## src/rtl/ex_mem_stage.sv

```systemverilog
// EX->MEM pipeline stage: resolves BEQ-style branches and forwards non-branch
// instructions to the memory stage through a 2-entry skid buffer.
module ex_mem_stage #(
  parameter int DW = 16,
  parameter int RW = 3
) (
  input  logic          clk,
  input  logic          reset,
  input  logic          in_valid,
  output logic          in_ready,
  input  logic [DW-1:0] in_alu_out,
  input  logic          in_zero,
  input  logic [DW-1:0] in_store_data,
  input  logic [RW-1:0] in_rd,
  input  logic          in_reg_write,
  input  logic          in_mem_read,
  input  logic          in_mem_write,
  input  logic          in_branch,
  input  logic [DW-1:0] in_branch_target,
  output logic          out_valid,
  input  logic          out_ready,
  output logic [DW-1:0] out_addr,
  output logic [DW-1:0] out_store_data,
  output logic [RW-1:0] out_rd,
  output logic          out_reg_write,
  output logic          out_mem_read,
  output logic          out_mem_write,
  output logic          redirect_valid,
  output logic [DW-1:0] redirect_pc,
  output logic [15:0]   taken_cnt
);

  typedef enum logic [1:0] {EMPTY, ONE, TWO} state_t;

  typedef struct packed {
    logic [DW-1:0] addr;
    logic [DW-1:0] store_data;
    logic [RW-1:0] rd;
    logic          reg_write;
    logic          mem_read;
    logic          mem_write;
  } entry_t;

  state_t state, state_n;
  entry_t head_q, skid_q, in_entry;
  logic   accept, push, pop, taken;
  logic   ld_head_in, ld_head_skid, ld_skid;

  // in_ready depends only on the state register, never on out_ready.
  assign in_ready  = (state != TWO);
  assign out_valid = (state != EMPTY);

  assign accept = in_valid && in_ready;
  assign push   = accept && !in_branch;
  assign pop    = out_valid && out_ready;
  assign taken  = accept && in_branch && in_zero;

  assign in_entry = '{addr:       in_alu_out,
                      store_data: in_store_data,
                      rd:         in_rd,
                      reg_write:  in_reg_write,
                      mem_read:   in_mem_read,
                      mem_write:  in_mem_write};

  always_comb begin
    state_n      = state;
    ld_head_in   = 1'b0;
    ld_head_skid = 1'b0;
    ld_skid      = 1'b0;
    case (state)
      EMPTY: begin
        if (push) begin
          state_n    = ONE;
          ld_head_in = 1'b1;
        end
      end
      ONE: begin
        if (push && pop) begin
          ld_head_in = 1'b1;
        end else if (push) begin
          state_n = TWO;
          ld_skid = 1'b1;
        end else if (pop) begin
          state_n = EMPTY;
        end
      end
      TWO: begin
        if (pop) begin
          state_n      = ONE;
          ld_head_skid = 1'b1;
        end
      end
      default: state_n = EMPTY;
    endcase
  end

  always_ff @(posedge clk or posedge reset) begin
    if (reset) begin
      state  <= EMPTY;
      head_q <= '0;
      skid_q <= '0;
    end else begin
      state <= state_n;
      if (ld_head_in) begin
        head_q <= in_entry;
      end else if (ld_head_skid) begin
        head_q <= skid_q;
      end
      if (ld_skid) begin
        skid_q <= in_entry;
      end
    end
  end

  always_ff @(posedge clk or posedge reset) begin
    if (reset) begin
      redirect_valid <= 1'b0;
      redirect_pc    <= '0;
      taken_cnt      <= '0;
    end else begin
      redirect_valid <= taken;
      if (taken) begin
        redirect_pc <= in_branch_target;
        taken_cnt   <= taken_cnt + 16'd1;
      end
    end
  end

  assign out_addr       = head_q.addr;
  assign out_store_data = head_q.store_data;
  assign out_rd         = head_q.rd;
  assign out_reg_write  = head_q.reg_write;
  assign out_mem_read   = head_q.mem_read;
  assign out_mem_write  = head_q.mem_write;

endmodule

```

## config.mk

```make
export PLATFORM = sky130hd
export DESIGN_NAME = ex_mem_stage
export DESIGN_NICKNAME = d
export VERILOG_FILES = /design/src/rtl/ex_mem_stage.sv
export SDC_FILE = /design/constraint.sdc
export NUM_CORES = 1
export LEC_CHECK = 0
export ABC_AREA = 1
export CORE_MARGIN = 4
export CORE_UTILIZATION = 43
export DETAILED_ROUTE_END_ITERATION = 8
export HOLD_SLACK_MARGIN = 0.05
export MAX_ROUTING_LAYER = met4
export PLACE_DENSITY = 0.77
export REMOVE_ABC_BUFFERS = 1
export SYNTH_ARGS = -nofsm -noshare
export SYNTH_HDL_FRONTEND = slang
export SYNTH_SLANG_ARGS = --single-unit
```

## constraint.sdc

```tcl
create_clock -name clk -period 3.1 [get_ports clk]
set_input_delay 0.31 -clock clk [delete_from_list [all_inputs] [get_ports clk]]
set_output_delay 0.31 -clock clk [all_outputs]
set_load 0.03 [all_outputs]
```

After elaboration in Yosys (flattened, before gate mapping)
Index checks and enable logic that the tools add are counted.
- flip-flop bits (word level): 111
- output and inout port bits: 73
- logic and storage cells: 50
- add/sub/neg operators: 1
- equality and inequality tests: 7
- multiplexer cells: 15
- reduce and logical (&&, ||, !) cells: 11
- operators with widths (kind ; count):
    $mux W38 ; 2
    $add A16 B1 Y16 const B ; 1
    $mux W2 ; 5
    $ne A2 B2 Y1 const B ; 4
    $logic_and A1 B1 Y1 ; 6
    $mux W1 ; 6
    $pmux W2 S3 ; 1
    $reduce_and A4 Y1 ; 1
    $reduce_bool A2 Y1 ; 2
    $ne A3 B3 Y1 const B ; 1
    $eq A2 B1 Y1 const B ; 1
    $eq A2 B2 Y1 const B ; 1
    $logic_not A2 Y1 ; 1
    $pmux W1 S2 ; 1
    $logic_not A1 Y1 ; 1

Longest topological paths before layout
- word-level depth: 7
- mapped depth: 9

Least setup slack after synthesis
Ideal clock, no wire load.
- path type: register to register
- from: register taken_cnt[1]
- to: register taken_cnt[8]
- library setup time: 0.122 ns
- arrival: 1.411 ns
- data required time: 2.978 ns
- path slack: 1.568 ns
- cell stages (with the launch flop): 8
- path buffers: 0
- period minus slack after synthesis: 1.532 ns
- path through: dfrtp_1 -> ha_1 -> inv_1 -> nor2_1 -> nand2_1 -> nor2_1 -> nand2_1 -> xor2_1
- word-level cells in the longest chain between the ends: 1
- RTL lines (item ; line ; text):
    from (decl) ; 30 ; output logic [15:0] taken_cnt
    from (signal assigned) ; 124 ; taken_cnt <= taken_cnt + 16'd1;
    $add A16 B1 Y16 ; 124 ;
Every way passes these cells.
A chain may end at the register's enable or synchronous reset.

Worst setup path in the final report
- from: register state[1]
- to: output out_valid
- word-level cells in the longest chain between the ends: 1
- RTL lines (item ; line ; text):
    from (decl) ; 44 ; state_t state, state_n;
    from (signal assigned) ; 103 ; state <= state_n;
    $reduce_bool A2 Y1 ; 51 ; assign out_valid = (state != EMPTY);
    to (decl) ; 20 ; output logic out_valid,
Every way passes these cells.

==> results.ini <==
[finish]
drive_gt1_frac = 0.06667
fillers = 979
seqCellArea_mm2 = 0.002778
fin_nets = 716
multi_input_comb_area_mm2 = 0.001750
antenna_cells = 0
area.growth.synth_to_final_pct = 31.99

[timing]
finalCritPeriodShare = 0.6277
fmax_ghz = 0.5139
fin_ws_ps = 1154
rsz0062_at_grt = no
period_minus_slack_ps = 1946
slew_headroom = 0.3595
skew_ps = 19.02
final_hold_viol_count = 0
worst_slew_pin_slew_ps = 958.4
setup_viol = 0
slew_viol_final = 0
timing.hold.ws_ps = 319.7

[synthesis]
synth_most_common_cell = nand2_1
synth_edf_count = 0
yosysTopAreaCell = dfrtp_1
ys_types = 23
synth_warnings = 0
synth_fa_ha_area_frac = 0.002601
synthTopCellsByArea = dfrtp_1 (58%), nand2_1 (22%), a22oi_1 (4.2%)
synth_compound_area_frac = 0.07360
synthArstFlopShare = 1.000
synth_top_family_by_area = simple AND/OR/NAND/NOR gates
synthesis.area_mm2 = 0.004811
synth_ff_type = dfrtp_1
ys_ff_latch = 111
syn_avg_cell_area_um2 = 9.077
yosys.area_share.simple = 0.2713
syn_inst = 530
synth.area.mux_share = 0
synth.top_cell.area_share = 0.5774
yosys.area_share.xor_xnor = 0.01638
synth_common_cells = nand2_1 (282), dfrtp_1 (111), a22oi_1 (27), inv_1 (22), nor2_1 (14)
synth_seq_area_share = 0.5774

[power]
leakagePower_nw = 3.139
ir_worst_vdd_uv = 314.9
powerDensity_mw_per_mm2 = 651.7

[clock_tree]
postCtsHoldBufs = 0
cts_sinks = 111
post-cts-setup-buffers = 0
h-tree-depth = 3
clkTransAtPathRegs_ps = 110
clk_latency_ps = 370
ctsResizeCount = 0
cts_inserted_buffers = 9
clk_path_buf_depth = 2
cts-root-buf = clkbuf_8
cts_tree = done

[grt]
grt_pass1_vias = 3941
grt_max_degree = 73
antenna_found_initial = 0
grt_pass1_wl_mm = 19.42
grt-ovfl-total = 0
grt_usage = 0.1910

[worst_setup_path]
cp.required_ps = 2790
rr_worst_depth = 7
r2r_start = state[0]
crit_type = flip-flop to output port
crit_fanout = 4
r2r_slack_ps = 1260
r2r-end = out_store_data[7]
worstPathArrival_ps = 1640
cp-start-kind = flip-flop
critPathCaptureType = output port

[placed_design]
place_congestion = 0.8312
post-place-ws_ps = 992.7
hpwlAfterDp_mm = 8.133
numPortBuffers = 132

[drt]
wirelength_mm = 11.94
vias_per_cell = 4.950
first_pass_iters = 4
drc = 0
vias = 3960
drtAntennaViolNets = 0
wl_per_cell_um = 14.93
initialDrtViolationCount = 216

[floorplanning]
core-area_mm2 = 0.01089
rows = 38
ios = 133
initial_core_util = 0.4419
die_w_um = 113.8
dieArea_mm2 = 0.01294
die_h_um = 113.8

[min_path]
worstHoldPathType = input port to asynchronous set/reset pin

[run_status]
status = finished clean

[job]
drv_cap = 0

==> how the worst max path moves through the flow <==
stage | cells after the start | from | endpoint | slack (ps)
2_1_floorplan | 1 | reset | out_addr[0] | -140
3_3_place_gp | 6 | out_ready | out_addr[0] | 1050
3_5_place_dp | 6 | out_ready | out_store_data[10] | 990
4_1_cts | 3 | state[1] | out_valid | 1130
5_1_grt | 7 | state[0] | out_store_data[7] | 1080
6_report | 3 | state[1] | out_valid | 1150
==> cell usage in the layout (no fill, tap or decap), drive strengths merged <==
cell type,instances
nand3,11
clkbuf,10
nor3,1
nand2,283
o21ai,2
nand4,7
clkinv,3
nor2,18
inv,27
xnor2,1
xor2,8
buf,6
clkdlybuf4s50,132
a22oi,38
ha,1
dfrtp,111
clkinvlp,1
==> final cells by class <==
type,count,area share
sequential,111,0.4374
clock buffer,10,0.02010
timing repair buffer,138,0.2171
clock inverter,6,0.006897
inverter,25,0.01517
multi-input combinational,370,0.2757
tap,140,0.02759
==> power by group <==
part	switching, W	internal, W	leakage (nW)	total, W
combinational	0.000766	0.000549	1.66	0.00132
clock	0.000495	0.000298	0.0870	0.000794
sequential	0.000231	0.00180	1.40	0.00203
total	0.00149	0.00265	3.14	0.00414
==> kinds of logic after synthesis <==
logic type,Yosys count
simple gates,320
flops,111
buf+inv,49
compound gates,40
xor+xnor,9
fa+ha+maj,1
==> metal layers <==
metal,part of all wire,track usage,vias up
li1,-,-,1912
met1,0.44,0.2469,1942
met2,0.51,0.3165,90
met3,0.035,0.03024,16
met4,0.017,0.05146,0
met5,0,-,-
==> registers in the layout, summed over array words and instances, names as in the netlist <==
| signal | count |
|---|---|
| out_rd | 3 |
| out_addr | 16 |
| taken_cnt | 16 |
| out_mem_read | 1 |
| redirect_valid | 1 |
| out_store_data | 16 |
| state | 2 |
| skid_q | 38 |
| out_mem_write | 1 |
| out_reg_write | 1 |
| redirect_pc | 16 |
==> critical path: stages (launching register included) <==
cell	delay, ps
dfrtp_1	470
inv_2	90
nand2_1	60
clkdlybuf4s50_1	660
==> through the flow <==
stage,std cells,utilization,power [W],TNS (ps),instance area [um^2]
floorplan,506,-,0.002761,-15610,4622
global placement,784,0.5675,0.003335,0,6178
detailed placement,784,0.5675,0.003383,0,6178
CTS,800,0.5832,0.004180,0,6350
global route,800,0.5832,0.004365,0,6350
finish,800,0.5832,0.004138,0,6350
Note: power is estimated with default switching activity, not from simulation.
